===== config.mk =====
export PLATFORM = sky130hd
export DESIGN_NAME = csr_commit_unit
export DESIGN_NICKNAME = d
export VERILOG_FILES = /design/src/rtl/csr_commit_unit_pkg.sv /design/src/rtl/csr_commit_unit_excp_prio_enc.sv /design/src/rtl/csr_commit_unit.sv
export SDC_FILE = /design/constraint.sdc
export NUM_CORES = 1
export LEC_CHECK = 0
export BUFFER_PORTS_ARGS = -buffer_cell sky130_fd_sc_hd__buf_2
export CORE_MARGIN = 5
export CORE_UTILIZATION = 43
export DETAILED_ROUTE_END_ITERATION = 16
export GPL_ROUTABILITY_DRIVEN = 0
export PLACE_DENSITY_LB_ADDON = 0.12
export RECOVER_POWER = 50
export SLEW_MARGIN = 10
export SYNTH_ARGS = -nofsm -noshare
export SYNTH_HDL_FRONTEND = slang
export SYNTH_HIERARCHICAL = 1
export SYNTH_SLANG_ARGS = --single-unit

===== constraint.sdc =====
create_clock -name clk -period 1.9 [get_ports clk]
set_clock_uncertainty 0.1 [all_clocks]
set_input_delay 0.19 -clock clk [delete_from_list [all_inputs] [get_ports clk]]
set_output_delay 0.19 -clock clk [all_outputs]
set_load 0.02 [all_outputs]

===== src/rtl/csr_commit_unit_pkg.sv =====
// Shared definitions for the commit-side CSR producer and the CSR file.
// Contents:
//   - exception code / subcode constants
//   - bit positions inside the retiring instruction's exception flag vector
//   - CSR operation encodings
//   - packed exception bus layout (field order is shared with the CSR file)
//   - commit FSM state type and the CSRXCHG merge helper
package csr_commit_unit_pkg;

  localparam int CSR_BUS_WD = 82;

  // Exception codes and subcodes
  localparam logic [5:0] ECODE_INT = 6'h00;
  localparam logic [5:0] ECODE_ADE = 6'h08;
  localparam logic [5:0] ECODE_ALE = 6'h09;
  localparam logic [5:0] ECODE_SYS = 6'h0B;
  localparam logic [5:0] ECODE_BRK = 6'h0C;
  localparam logic [5:0] ECODE_INE = 6'h0D;
  localparam logic [5:0] ECODE_IPE = 6'h0E;

  localparam logic [8:0] ESUB_NONE = 9'd0;
  localparam logic [8:0] ESUB_ADEM = 9'd1;

  // Bit positions in in_excp_vec; bit 7 is reserved and never decoded
  localparam int EXC_ADEF = 0;
  localparam int EXC_INE  = 1;
  localparam int EXC_IPE  = 2;
  localparam int EXC_SYS  = 3;
  localparam int EXC_BRK  = 4;
  localparam int EXC_ALE  = 5;
  localparam int EXC_ADEM = 6;
  localparam int EXC_RSVD = 7;

  typedef enum logic [1:0] {
    CSR_OP_NONE = 2'd0,
    CSR_OP_RD   = 2'd1,
    CSR_OP_WR   = 2'd2,
    CSR_OP_XCHG = 2'd3
  } csr_op_e;

  // Source of the bad virtual address reported with an exception
  typedef enum logic [1:0] {
    BADV_NONE = 2'd0,
    BADV_PC   = 2'd1,
    BADV_ADDR = 2'd2
  } badv_sel_e;

  // Exception bus, MSB first; total width equals CSR_BUS_WD
  typedef struct packed {
    logic        is_etrn;
    logic        in_excp;
    logic [5:0]  ecode;
    logic [8:0]  subecode;
    logic [31:0] era;
    logic        use_badv;
    logic [31:0] badv;
  } csr_bus_t;

  typedef enum logic [1:0] {
    ST_IDLE  = 2'd0,
    ST_ISSUE = 2'd1,
    ST_FLUSH = 2'd2
  } commit_state_e;

  // CSRXCHG: masked bits come from the new value, the rest keep the old value
  function automatic logic [31:0] xchg_merge(input logic [31:0] new_val,
                                             input logic [31:0] old_val,
                                             input logic [31:0] mask);
    return (new_val & mask) | (old_val & ~mask);
  endfunction

endpackage


===== src/rtl/csr_commit_unit_excp_prio_enc.sv =====
// Combinational exception priority encoder.
// Ports:
//   intrpt    in  1 : pending interrupt, outranks every instruction exception
//   excp_vec  in  7 : instruction exception flags (reserved bit excluded)
//   hit       out 1 : some exception or interrupt is taken
//   ecode     out 6 : exception code of the winner
//   subecode  out 9 : exception subcode of the winner
//   use_badv  out 1 : winner reports a bad virtual address
//   badv_sel  out 2 : which address is reported as badv
module excp_prio_enc
  import csr_commit_unit_pkg::*;
(
  input  logic       intrpt,
  input  logic [6:0] excp_vec,
  output logic       hit,
  output logic [5:0] ecode,
  output logic [8:0] subecode,
  output logic       use_badv,
  output badv_sel_e  badv_sel
);

  // NOTE: every output gets a default before the if-chain, so no path
  // leaves a variable unassigned and no latch is inferred.
  always_comb begin
    hit      = 1'b1;
    ecode    = ECODE_INT;
    subecode = ESUB_NONE;
    badv_sel = BADV_NONE;
    if (intrpt) begin
      ecode = ECODE_INT;
    end else if (excp_vec[EXC_ADEF]) begin
      ecode    = ECODE_ADE;
      badv_sel = BADV_PC;
    end else if (excp_vec[EXC_INE]) begin
      ecode = ECODE_INE;
    end else if (excp_vec[EXC_IPE]) begin
      ecode = ECODE_IPE;
    end else if (excp_vec[EXC_SYS]) begin
      ecode = ECODE_SYS;
    end else if (excp_vec[EXC_BRK]) begin
      ecode = ECODE_BRK;
    end else if (excp_vec[EXC_ALE]) begin
      ecode    = ECODE_ALE;
      badv_sel = BADV_ADDR;
    end else if (excp_vec[EXC_ADEM]) begin
      ecode    = ECODE_ADE;
      subecode = ESUB_ADEM;
      badv_sel = BADV_ADDR;
    end else begin
      hit = 1'b0;
    end
  end

  assign use_badv = (badv_sel != BADV_NONE);

endmodule


===== src/rtl/csr_commit_unit.sv =====
// Commit-side producer for the CSR file. Accepts one retiring instruction per
// handshake, resolves interrupt / exception / ERTN, performs CSRRD, CSRWR and
// CSRXCHG, and holds the pipeline off while the post-redirect flush drains.
// Ports:
//   clk, rst                 : clock, synchronous active-high reset
//   in_valid / in_ready      : retiring instruction handshake
//   in_pc, in_excp_vec,
//   in_badv, in_is_ertn      : instruction PC, exception flags, data address, ERTN
//   in_csr_op, in_csr_num,
//   in_rd_val, in_rj_mask    : CSR operation, number, write data, XCHG mask
//   have_intrpt              : pending enabled interrupt, sampled at accept
//   csr_raddr / csr_rdata    : combinational CSR read port
//   csr_bus                  : registered exception bus (one-cycle pulse)
//   csr_wen/waddr/wdata      : registered CSR write request
//   rd_we / rd_wdata         : registered old-CSR-value write-back
//   flush                    : registered redirect pulse
module csr_commit_unit
  import csr_commit_unit_pkg::*;
#(
  parameter int FLUSH_CYCLES = 2,
  parameter int CSR_BUS_WD   = csr_commit_unit_pkg::CSR_BUS_WD
) (
  input  logic                  clk,
  input  logic                  rst,
  input  logic                  in_valid,
  output logic                  in_ready,
  input  logic [31:0]           in_pc,
  input  logic [7:0]            in_excp_vec,
  input  logic [31:0]           in_badv,
  input  logic                  in_is_ertn,
  input  logic [1:0]            in_csr_op,
  input  logic [13:0]           in_csr_num,
  input  logic [31:0]           in_rd_val,
  input  logic [31:0]           in_rj_mask,
  input  logic                  have_intrpt,
  output logic [13:0]           csr_raddr,
  input  logic [31:0]           csr_rdata,
  output logic [CSR_BUS_WD-1:0] csr_bus,
  output logic                  csr_wen,
  output logic [13:0]           csr_waddr,
  output logic [31:0]           csr_wdata,
  output logic                  rd_we,
  output logic [31:0]           rd_wdata,
  output logic                  flush
);

  localparam logic [3:0] FLUSH_CNT_INIT = 4'(FLUSH_CYCLES - 1);

  commit_state_e state, state_next;
  logic [3:0]    cnt, cnt_next;
  logic          accept;

  // Reserved exception flag is deliberately ignored
  logic unused_rsvd;
  assign unused_rsvd = in_excp_vec[EXC_RSVD];

  // ISSUE only keeps accepting when the issued result did not redirect
  assign in_ready  = (state == ST_IDLE) || ((state == ST_ISSUE) && !flush);
  assign accept    = in_valid && in_ready;
  assign csr_raddr = in_csr_num;

  // ---------------------------------------------------------------------
  // Exception resolution
  // ---------------------------------------------------------------------
  logic       excp_hit;
  logic [5:0] excp_ecode;
  logic [8:0] excp_sub;
  logic       excp_use_badv;
  badv_sel_e  excp_badv_sel;

  excp_prio_enc u_prio (
    .intrpt   (have_intrpt),
    .excp_vec (in_excp_vec[6:0]),
    .hit      (excp_hit),
    .ecode    (excp_ecode),
    .subecode (excp_sub),
    .use_badv (excp_use_badv),
    .badv_sel (excp_badv_sel)
  );

  // A write issued last cycle is not yet visible on csr_rdata, so forward it
  logic [31:0] old_val;
  assign old_val = (csr_wen && (csr_waddr == in_csr_num)) ? csr_wdata : csr_rdata;

  csr_op_e     op;
  csr_bus_t    bus_d, bus_q;
  logic        wen_d, rd_we_d, flush_d;
  logic [31:0] wdata_d;

  assign op = csr_op_e'(in_csr_op);

  always_comb begin
    bus_d   = '0;
    wen_d   = 1'b0;
    rd_we_d = 1'b0;
    flush_d = 1'b0;
    wdata_d = in_rd_val;
    if (excp_hit) begin
      // Interrupt or exception: CSR side effects are suppressed
      bus_d.in_excp  = 1'b1;
      bus_d.ecode    = excp_ecode;
      bus_d.subecode = excp_sub;
      bus_d.era      = in_pc;
      bus_d.use_badv = excp_use_badv;
      unique case (excp_badv_sel)
        BADV_PC:   bus_d.badv = in_pc;
        BADV_ADDR: bus_d.badv = in_badv;
        default:   bus_d.badv = '0;
      endcase
      flush_d = 1'b1;
    end else if (in_is_ertn) begin
      bus_d.is_etrn = 1'b1;
      flush_d       = 1'b1;
    end else begin
      unique case (op)
        CSR_OP_RD: rd_we_d = 1'b1;
        CSR_OP_WR: begin
          wen_d   = 1'b1;
          rd_we_d = 1'b1;
        end
        CSR_OP_XCHG: begin
          wen_d   = 1'b1;
          rd_we_d = 1'b1;
          wdata_d = xchg_merge(in_rd_val, old_val, in_rj_mask);
        end
        default: ;
      endcase
    end
  end

  // ---------------------------------------------------------------------
  // Commit FSM
  // ---------------------------------------------------------------------
  always_comb begin
    state_next = state;
    cnt_next   = cnt;
    unique case (state)
      ST_IDLE: begin
        if (accept) state_next = ST_ISSUE;
      end
      ST_ISSUE: begin
        if (flush) begin
          state_next = ST_FLUSH;
          cnt_next   = FLUSH_CNT_INIT;
        end else if (accept) begin
          state_next = ST_ISSUE;
        end else begin
          state_next = ST_IDLE;
        end
      end
      ST_FLUSH: begin
        if (cnt == 4'd0) state_next = ST_IDLE;
        else             cnt_next   = cnt - 4'd1;
      end
      default: state_next = ST_IDLE;
    endcase
  end

  // NOTE: state and outputs update with non-blocking assignments so every
  // register samples pre-edge values regardless of block ordering.
  always_ff @(posedge clk) begin
    if (rst) begin
      state <= ST_IDLE;
      cnt   <= '0;
    end else begin
      state <= state_next;
      cnt   <= cnt_next;
    end
  end

  // Pulse outputs last exactly one cycle; address/data hold until next accept
  always_ff @(posedge clk) begin
    if (rst) begin
      bus_q     <= '0;
      csr_wen   <= 1'b0;
      csr_waddr <= '0;
      csr_wdata <= '0;
      rd_we     <= 1'b0;
      rd_wdata  <= '0;
      flush     <= 1'b0;
    end else if (accept) begin
      bus_q     <= bus_d;
      csr_wen   <= wen_d;
      csr_waddr <= in_csr_num;
      csr_wdata <= wdata_d;
      rd_we     <= rd_we_d;
      rd_wdata  <= old_val;
      flush     <= flush_d;
    end else begin
      bus_q   <= '0;
      csr_wen <= 1'b0;
      rd_we   <= 1'b0;
      flush   <= 1'b0;
    end
  end

  assign csr_bus = CSR_BUS_WD'(bus_q);

endmodule


==> results.md, run 1 <==
| Parameter | This run | Unit |
|---|---|---|
| Result of the run | complete, but fails checks | - |
| Violations in the final reports | negative setup slack | - |
| CP max stage delay | 0.40 | ns |
| Max-cap violations | 0 | - |
| Remaining number of nets flagged by the antenna check after routing | 0 | - |
| Initial core utilization | 0.437 | - |
| Cell family with the largest share of critical-path delay | compound AO/OA/AOI/OAI gates | - |
| Clock slew seen by the registers of the worst setup and hold paths | 0.07 | ns |
| Period utilisation layout | 1.02 | - |
| Setup repair after global routing missed its margin | true | - |
| Hold Vio Cnt, Final | 0 | - |
| TritonCTS clock tree | done | - |
| Global-route wire length before repair | 50600 | um |
| Leakage power | 5.91 | nW |
| Row Count | 49 | - |
| Average via count per standard cell | 5.68 | - |
| Port-buffer cells | 365 | - |
| Area of the mapped netlist | 7880 | um2 |
| Critical path type | reg2reg | - |
| Height of the chip | 145 | um |
| Number of filler cells placed in the layout | 1288 | - |
| Total buffers and inverters traversed by the critical path | 2 | - |
| Worst path slowest cell | dfxtp_1 | - |
| Slew @ Worst Pin | 0.687 | ns |
| Worst EP arrival | 2.11 | ns |
| Initial antenna violation count | 4 | - |
| Clock Tree Root | clkbuf_16 | - |
| DR iter-0 viols | 636 | - |
| Final setup TNS | -0.0713 | ns |
| Distinct cell type count after synthesis | 46 | - |
| GRT Residual Overflow | 0 | - |
| H-tree depth | 4 | - |
| Max-slew violation total from the final report | 0 | - |
| Area enclosed by the die boundary | 21100 | um2 |
| Tot GR Track Use | 0.292 | - |
| Finished Layout Cells | 1584 | - |
| Avg WL per Cell | 20.9 | um |
| Die X-Extent | 145 | um |
| Post-route worst hold slack | 0.0185 | ns |
| Via count of the first global-routing pass | 9111 | - |
| Achievable frequency | 518 | MHz |
| DP Cell Count | 1374 | - |
| Worst setup margin | -0.0292 | ns |
| Wire length reported by the detailed router | 33100 | um |
| Area growth from synthesis to final layout | 63.8 | % |
| Post-Place Worst Slack | -0.112 | ns |
| Worst hold path class | in2reg | - |
| Register-to-register setup slack | -0.03 | ns |
| Power per cell area | 733 | nW/um2 |
| Final critical path time including I/O delays and setup | 1.93 | ns |
| Post-route DRC | 0 | - |
| Final setup violation count | 6 | - |
| Part of the Yosys area used for sequential elements | 0.430 | - |
| CTS buffer count | 17 | - |
| Relative slew slack | 0.542 | - |
| Cell breakdown of the critical path | xnor2_2 -> nand4_1 -> buf_6 -> clkbuf_16 -> o41ai_4 -> a311oi_1 | - |
| Buffers from clock root to sink, at most | 2 | - |
| Synthesized flop and latch total | 169 | - |
| Via count of the routed design | 9004 | - |
| Required @ worst endpoint | 2.08 | ns |
| Pre-antenna DRT Iters | 5 | - |
| Sinks on Clock Net | 169 | - |
| Startpoint class of the critical path | flop | - |
| Worst IR drop on VDD | 0.000604 | V |
| # IOs | 367 | - |
| Capturing element type of the critical path | flop | - |
| Maximum number of pins on one net before global-route repair | 67 | - |
| Post-Synthesis Mean Instance Area | 9.38 | um2 |
| Synthesized instance count | 840 | - |
| Final net count | 1530 | - |
| HPWL after detailed placement | 20000 | um |
| Placeable core region | 18000 | um2 |
| Proportion of layout cells with a drive suffix above 1 | 0.369 | - |
| Largest fanout on the critical path | 8 | - |
| Insertion delay to the later sink of the worst-skew pair | 0.42 | ns |
| Yosys warns | 6 | - |
==> synthesized netlist by cell type, drive strengths merged <==
| cell | number | share of area |
|---|---|---|
| nor4 | 33 | 0.028 |
| dfxtp | 169 | 0.43 |
| o41ai | 34 | 0.083 |
| nor3 | 3 | 0.0019 |
| nand4bb | 1 | 0.0014 |
| conb | 1 | 0.00048 |
| nand3 | 1 | 0.00063 |
| a311oi | 32 | 0.036 |
| inv | 40 | 0.019 |
| and2 | 49 | 0.039 |
| clkbuf | 61 | 0.029 |
| ha | 3 | 0.0048 |
| nand3b | 1 | 0.00095 |
| nand2b | 2 | 0.0016 |
| or3 | 2 | 0.0016 |
| nor2 | 75 | 0.036 |
| nand2 | 32 | 0.015 |
| mux2i | 1 | 0.0013 |
| a22oi | 32 | 0.031 |
| buf | 51 | 0.042 |
| o221ai | 32 | 0.036 |
| nor4bb | 1 | 0.0013 |
| o211ai | 32 | 0.031 |
| o22ai | 1 | 0.00079 |
| a211oi | 32 | 0.031 |
| a21oi | 21 | 0.015 |
| xnor2 | 11 | 0.012 |
| nor4b | 1 | 0.0011 |
| o31a | 1 | 0.0013 |
| o22a | 1 | 0.0011 |
| xor2 | 3 | 0.0033 |
| o21ai | 6 | 0.0038 |
| nand4 | 35 | 0.028 |
| and4 | 4 | 0.0044 |
| o32a | 1 | 0.0013 |
| nor3b | 2 | 0.0025 |
| a31oi | 33 | 0.026 |
==> metrics by stage <==
| stage | utilization | power [W] | cell area (um2) |
|---|---|---|---|
| 6_report | 0.716 | 0.00946 | 12900 |
| 5_1_grt | 0.716 | 0.00982 | 12900 |
| 4_1_cts | 0.688 | 0.00936 | 12400 |
| 3_5_place_dp | 0.558 | 0.00556 | 10000 |
| 3_3_place_gp | 0.558 | 0.00554 | 10000 |
| 2_1_floorplan | - | 0.00485 | 7910 |
==> kinds of logic (layout without fill, tap and decap cells) <==
| family | count (synthesis) | in the layout | synth area share |
|---|---|---|---|
| adder cells (fa/ha/maj) | 3 | 3 | 0.00477 |
| AND/OR/NAND/NOR | 242 | 242 | 0.163 |
| flip-flops | 169 | 169 | 0.430 |
| multiplexers | 1 | 1 | 0.00127 |
| other | 1 | 14 | 0.000476 |
| buffers and inverters | 152 | 654 | 0.0905 |
| XOR/XNOR | 14 | 14 | 0.0156 |
| AO/OA/AOI/OAI | 258 | 258 | 0.295 |
==> metal layers <==
metal | vias to the layer above | global-route usage | routed length [um] | share of wire
li1 | 4181 | - | - | -
met1 | 4144 | 0.357 | 12500 | 0.38
met2 | 559 | 0.485 | 15900 | 0.48
met3 | 118 | 0.0797 | 3240 | 0.098
met4 | 2 | 0.125 | 1470 | 0.044
met5 | - | 0 | 18 | 0.00054
==> worst reg2reg max path: stages, from the launching register on <==
cell and delay, ns:
dfxtp_1 0.40, xnor2_2 0.15, nand4_1 0.20, buf_6 0.20, clkbuf_16 0.19, o41ai_4 0.39, a311oi_1 0.15
==> cells in the final DEF, fill, tap and decap left out, types with 3 or more instances in the layout <==
cell type	synthesis	layout
buf_2	21	352
dlygate4sd3_1	0	167
dfxtp_1	169	164
nor2_1	75	75
and2_1	49	48
inv_1	39	39
nand4_1	35	35
a31oi_1	33	33
nor4_1	32	32
a311oi_1	32	32
a22oi_1	32	32
a211oi_1	32	32
o211ai_1	32	32
o221ai_1	32	32
nand2_1	32	31
o41ai_4	10	28
buf_4	25	27
clkbuf_16	0	24
a21oi_1	20	20
buf_12	0	13
xnor2_2	0	11
conb_1	1	10
o21ai_0	6	6
dfxtp_2	0	5
clkbuf_1	61	5
diode_2	0	4
and4_1	4	4
o41ai_2	22	4
inv_6	0	4
buf_16	0	4
dlymetal6s4s_1	0	4
xor2_4	0	3
nor3_1	3	3
ha_1	3	3
inv_8	0	3
clkinv_8	0	3
buf_6	3	3
==> report_power, final <==
group	internal, W	leakage [nW]	switching (W)	total [W]
combinational	0.000915	4.23	0.00115	0.00207
clock	0.00188	0.293	0.00163	0.00352
sequential	0.00373	1.39	0.000143	0.00387
==> area by class of cell <==
type / instances / area (um2) / share of cell area
repair buffers: 582 / 4280 / 0.332
multi-input cells: 528 / 4180 / 0.324
diodes: 4 / 10.0 / 0.000776
inverters: 40 / 150 / 0.0116
well taps: 229 / 287 / 0.0222
clock buffers: 17 / 425 / 0.0330
clock inverters: 15 / 178 / 0.0138
flip-flops and latches: 169 / 3390 / 0.263
==> flip-flops by register name, summed over array words and instances, names as in the netlist, 2 cells and up <==
signal	flops
state	2
csr_wdata	32
csr_waddr	14
csr_bus	82
cnt	4
rd_wdata	32
==> timing repair <==
action                                  4_1_cts  5_1_grt
pin swaps                                     0       17
hold buffers                                171        0
hold endpoints to repair                    150        0
buffers inserted                              0        3
gates resized for setup                       2       58
cloned                                        1        7
endpoints found under the setup margin       42       56
==> final timing paths <==
| kind | startpoint | end | depth (start not counted) |
|---|---|---|---|
| setup / recovery | csr_waddr[2] | rd_wdata[19] | 6 |
| hold / removal | in_rd_val[0] | csr_wdata[0] | 3 |
| setup reg to reg | csr_waddr[2] | rd_wdata[19] | 6 |
| hold reg to reg | cnt[3] | cnt[3] | 2 |
Power figures use the tool's default switching activity.
==> run 2: changes to the inputs <==
--- a/config.mk
+++ b/config.mk
@@ -6,11 +6,13 @@
 export NUM_CORES = 1
 export LEC_CHECK = 0
 export BUFFER_PORTS_ARGS = -buffer_cell sky130_fd_sc_hd__buf_2
+export CAP_MARGIN = 30
 export CORE_MARGIN = 5
-export CORE_UTILIZATION = 43
+export CORE_UTILIZATION = 44
+export CTS_BUF_LIST = sky130_fd_sc_hd__clkbuf_4 sky130_fd_sc_hd__clkbuf_8
 export DETAILED_ROUTE_END_ITERATION = 16
 export GPL_ROUTABILITY_DRIVEN = 0
-export PLACE_DENSITY_LB_ADDON = 0.12
+export PLACE_DENSITY_LB_ADDON = 0.2
 export RECOVER_POWER = 50
 export SLEW_MARGIN = 10
 export SYNTH_ARGS = -nofsm -noshare
==> results.md, run 2 (synthesized netlist as in run 1, its figures left out) <==
| Parameter | This run | Unit | vs previous |
|---|---|---|---|
| Remaining number of nets flagged by the antenna check after routing | 0 | - | unchanged |
| Metal3 WL | 3230 | um | -0.12% |
| Largest fanout on the critical path | 8 | - | unchanged |
| Worst EP arrival | 2.13 | ns | +0.02 ns |
| Met2 wire len | 16500 | um | +3.8% |
| Clock Tree Root | clkbuf_8 | - |  |
| Buffers from clock root to sink, at most | 2 | - | unchanged |
| Tot GR Track Use | 0.301 | - | +0.00941 |
| Number of cells traversed by the worst register-to-register path | 6 | - | unchanged |
| Height of the chip | 144 | um | -1.1% |
| Post-route DRC | 0 | - | unchanged |
| Startpoint class of the critical path | input port | - |  |
| Initial core utilization | 0.443 | - | +0.00603 |
| Top layer reached by signal wires | met4 | - |  |
| Power, Total | 0.00847 | W | -10% |
| Violations in the final reports | negative setup slack | - |  |
| Leakage power | 5.64 | nW | -4.6% |
| Avg WL per Cell | 20.7 | um | -0.88% |
| Post-DP Area | 10000 | um2 | -0.15% |
| Number of flip-flops under the largest register name | 82 | - | unchanged |
| Hold Vio Cnt, Final | 0 | - | unchanged |
| Max-slew violation total from the final report | 0 | - | unchanged |
| Worst setup margin | -0.00478 | ns | +0.0244 ns |
| Cell count of the worst hold path | 4 | - | +1 |
| Insertion delay to the later sink of the worst-skew pair | 0.46 | ns | +0.04 ns |
| Wire length reported by the detailed router | 33300 | um | +0.50% |
| Result of the run | complete, but fails checks | - |  |
| Max-cap violations | 0 | - | unchanged |
| Final critical path time including I/O delays and setup | 1.90 | ns | -0.0244 ns |
| Worst hold path class | in2reg | - |  |
| R2r startpoint | csr_waddr[1] | - |  |
| Achievable frequency | 525 | MHz | +1.3% |
| Period utilisation layout | 1.00 | - | -0.0128 |
| Area growth from synthesis to final layout | 60.7 | % |  |
| Via count of the routed design | 9202 | - | +2.2% |
| Slew @ Worst Pin | 0.680 | ns | -0.00743 ns |
| DR iter-0 viols | 620 | - | -2.5% |
| Average via count per standard cell | 5.73 | - | +0.80% |
| H-tree depth | 4 | - | unchanged |
| Post-route met1 wirelength | 12200 | um | -2.8% |
| Most frequent standard cell in the layout excluding fill and tap cells | buf_2 | - |  |
| Capturing element type of the critical path | flop | - |  |
| Startpoint of the most critical setup path | in_csr_num[4] | - |  |
| Most frequent cells in the layout | 361 x buf_2, 180 x dlygate4sd3_1, 162 x dfxtp_1 | - |  |
| Relative slew slack | 0.547 | - | +0.00495 |
| Critical path type | in2reg | - |  |
| Final net count | 1553 | - | +1.5% |
| Setup repair after global routing missed its margin | true | - |  |
| Proportion of layout cells with a drive suffix above 1 | 0.376 | - | +0.00693 |
| Worst path slowest cell | dlygate4sd3_1 | - |  |
| Power per cell area | 669 | nW/um2 | -8.7% |
| Global-route wire length before repair | 49100 | um | -3.0% |
| GRT Residual Overflow | 0 | - | unchanged |
| Worst IR drop on VDD | 0.000409 | V | -32% |
| # IOs | 367 | - | unchanged |
| Post-route cell area | 12700 | um2 | -1.9% |
| Sinks on Clock Net | 169 | - | unchanged |
| Via count of the first global-routing pass | 9094 | - | -0.19% |
| CP max stage delay | 0.54 | ns | +0.14 ns |
| Row Count | 49 | - | unchanged |
| Port-buffer cells | 365 | - | unchanged |
| Initial antenna violation count | 1 | - | -3 |
| TritonCTS clock tree | done | - |  |
| Required @ worst endpoint | 2.12 | ns | +0.04 ns |
| Pre-antenna DRT Iters | 5 | - | unchanged |
| Maximum number of pins on one net before global-route repair | 65 | - | -3.0% |
| Cell breakdown of the critical path | dlygate4sd3_1 -> buf_2 -> xnor2_2 -> nand4_1 -> buf_6 -> clkbuf_16 -> o41ai_4 -> a311oi_1 | - |  |
| Clock slew seen by the registers of the worst setup and hold paths | 0.10 | ns | +0.03 ns |
| HPWL after detailed placement | 19900 | um | -0.49% |
| Placeable core region | 17800 | um2 | -1.4% |
| Area enclosed by the die boundary | 20700 | um2 | -2.1% |
| Start point of the worst hold path | in_csr_num[7] | - |  |
| Final setup violation count | 2 | - | -4 |
| Die X-Extent | 144 | um | -1.1% |
| CTS buffer count | 17 | - | unchanged |
[run 2: cell types whose count changed in the layout (fill, tap and decap cells not counted), moves of 9 or more]
cell / change
clkbuf_16: -20
clkbuf_8: +17
dlygate4sd3_1: +13
o41ai_2: +12
o41ai_4: -12
buf_2: +9
buf_4: +9
[run 2: metal layers]
layer	up-vias	track usage
met5	-	0
met3	114	0.0789
li1	4202	-
met2	559	0.510
met4	0	0.139
met1	4327	0.358
[run 2: where the power goes]
group / total, W / internal, W / switching [W] / leakage, nW
registers: 0.00386 / 0.00373 / 0.000134 / 1.39
logic: 0.00208 / 0.000924 / 0.00115 / 4.06
clock network: 0.00253 / 0.000980 / 0.00155 / 0.191
total: 0.00847 / 0.00563 / 0.00284 / 5.64
[run 2: cell type report]
class,count,area (um2)
Antenna cell,3,7.51
Clock buffer,17,234
Clock inverter,15,150
Fill cell,1308,5120
Inverter,40,150
Multi-Input combinational cell,528,4030
Sequential cell,169,3390
Tap cell,229,287
Timing Repair Buffer,605,4410
[run 2: critical path: cells and delay by family]
| family | cells | cell delay (ns) |
|---|---|---|
| buffers and inverters | 4 | 1.08 |
| AOI/OAI and AO/OA | 2 | 0.51 |
| xor gates and xnor gates | 1 | 0.13 |
| and+or+nand+nor | 1 | 0.20 |
[run 2: stage by stage]
step,setup TNS [ns],setup WS [ns],hold WS (ns),utilization,std cells
floorplan,0,0.00671,0.166,-,849
global placement,-3.54,-0.133,0.306,0.564,1377
detailed placement,-5.49,-0.173,0.308,0.564,1377
CTS,0,0.0115,0.00163,0.693,1591
global route,-0.430,-0.0487,0.0141,0.712,1604
finish,-0.00747,-0.00478,0.0367,0.712,1606
[run 2: path summary, 6_finish.rpt]
path | end | slack (ns)
max reg2reg | rd_wdata[23] | 0.02
min | csr_waddr[7] | 0.04
max | rd_wdata[14] | -0.005
min reg2reg | csr_waddr[0] | 0.39
[run 2: repair_timing]
| item | in CTS | in global routing |
|---|---|---|
| gates resized for setup | 12 | 35 |
| setup buffers | 0 | 12 |
| hold endpoints to repair | 150 | 0 |
| gates cloned | 0 | 4 |
| setup endpoints to repair | 58 | 65 |
| hold buffers | 182 | 0 |
| pin swaps | 0 | 17 |
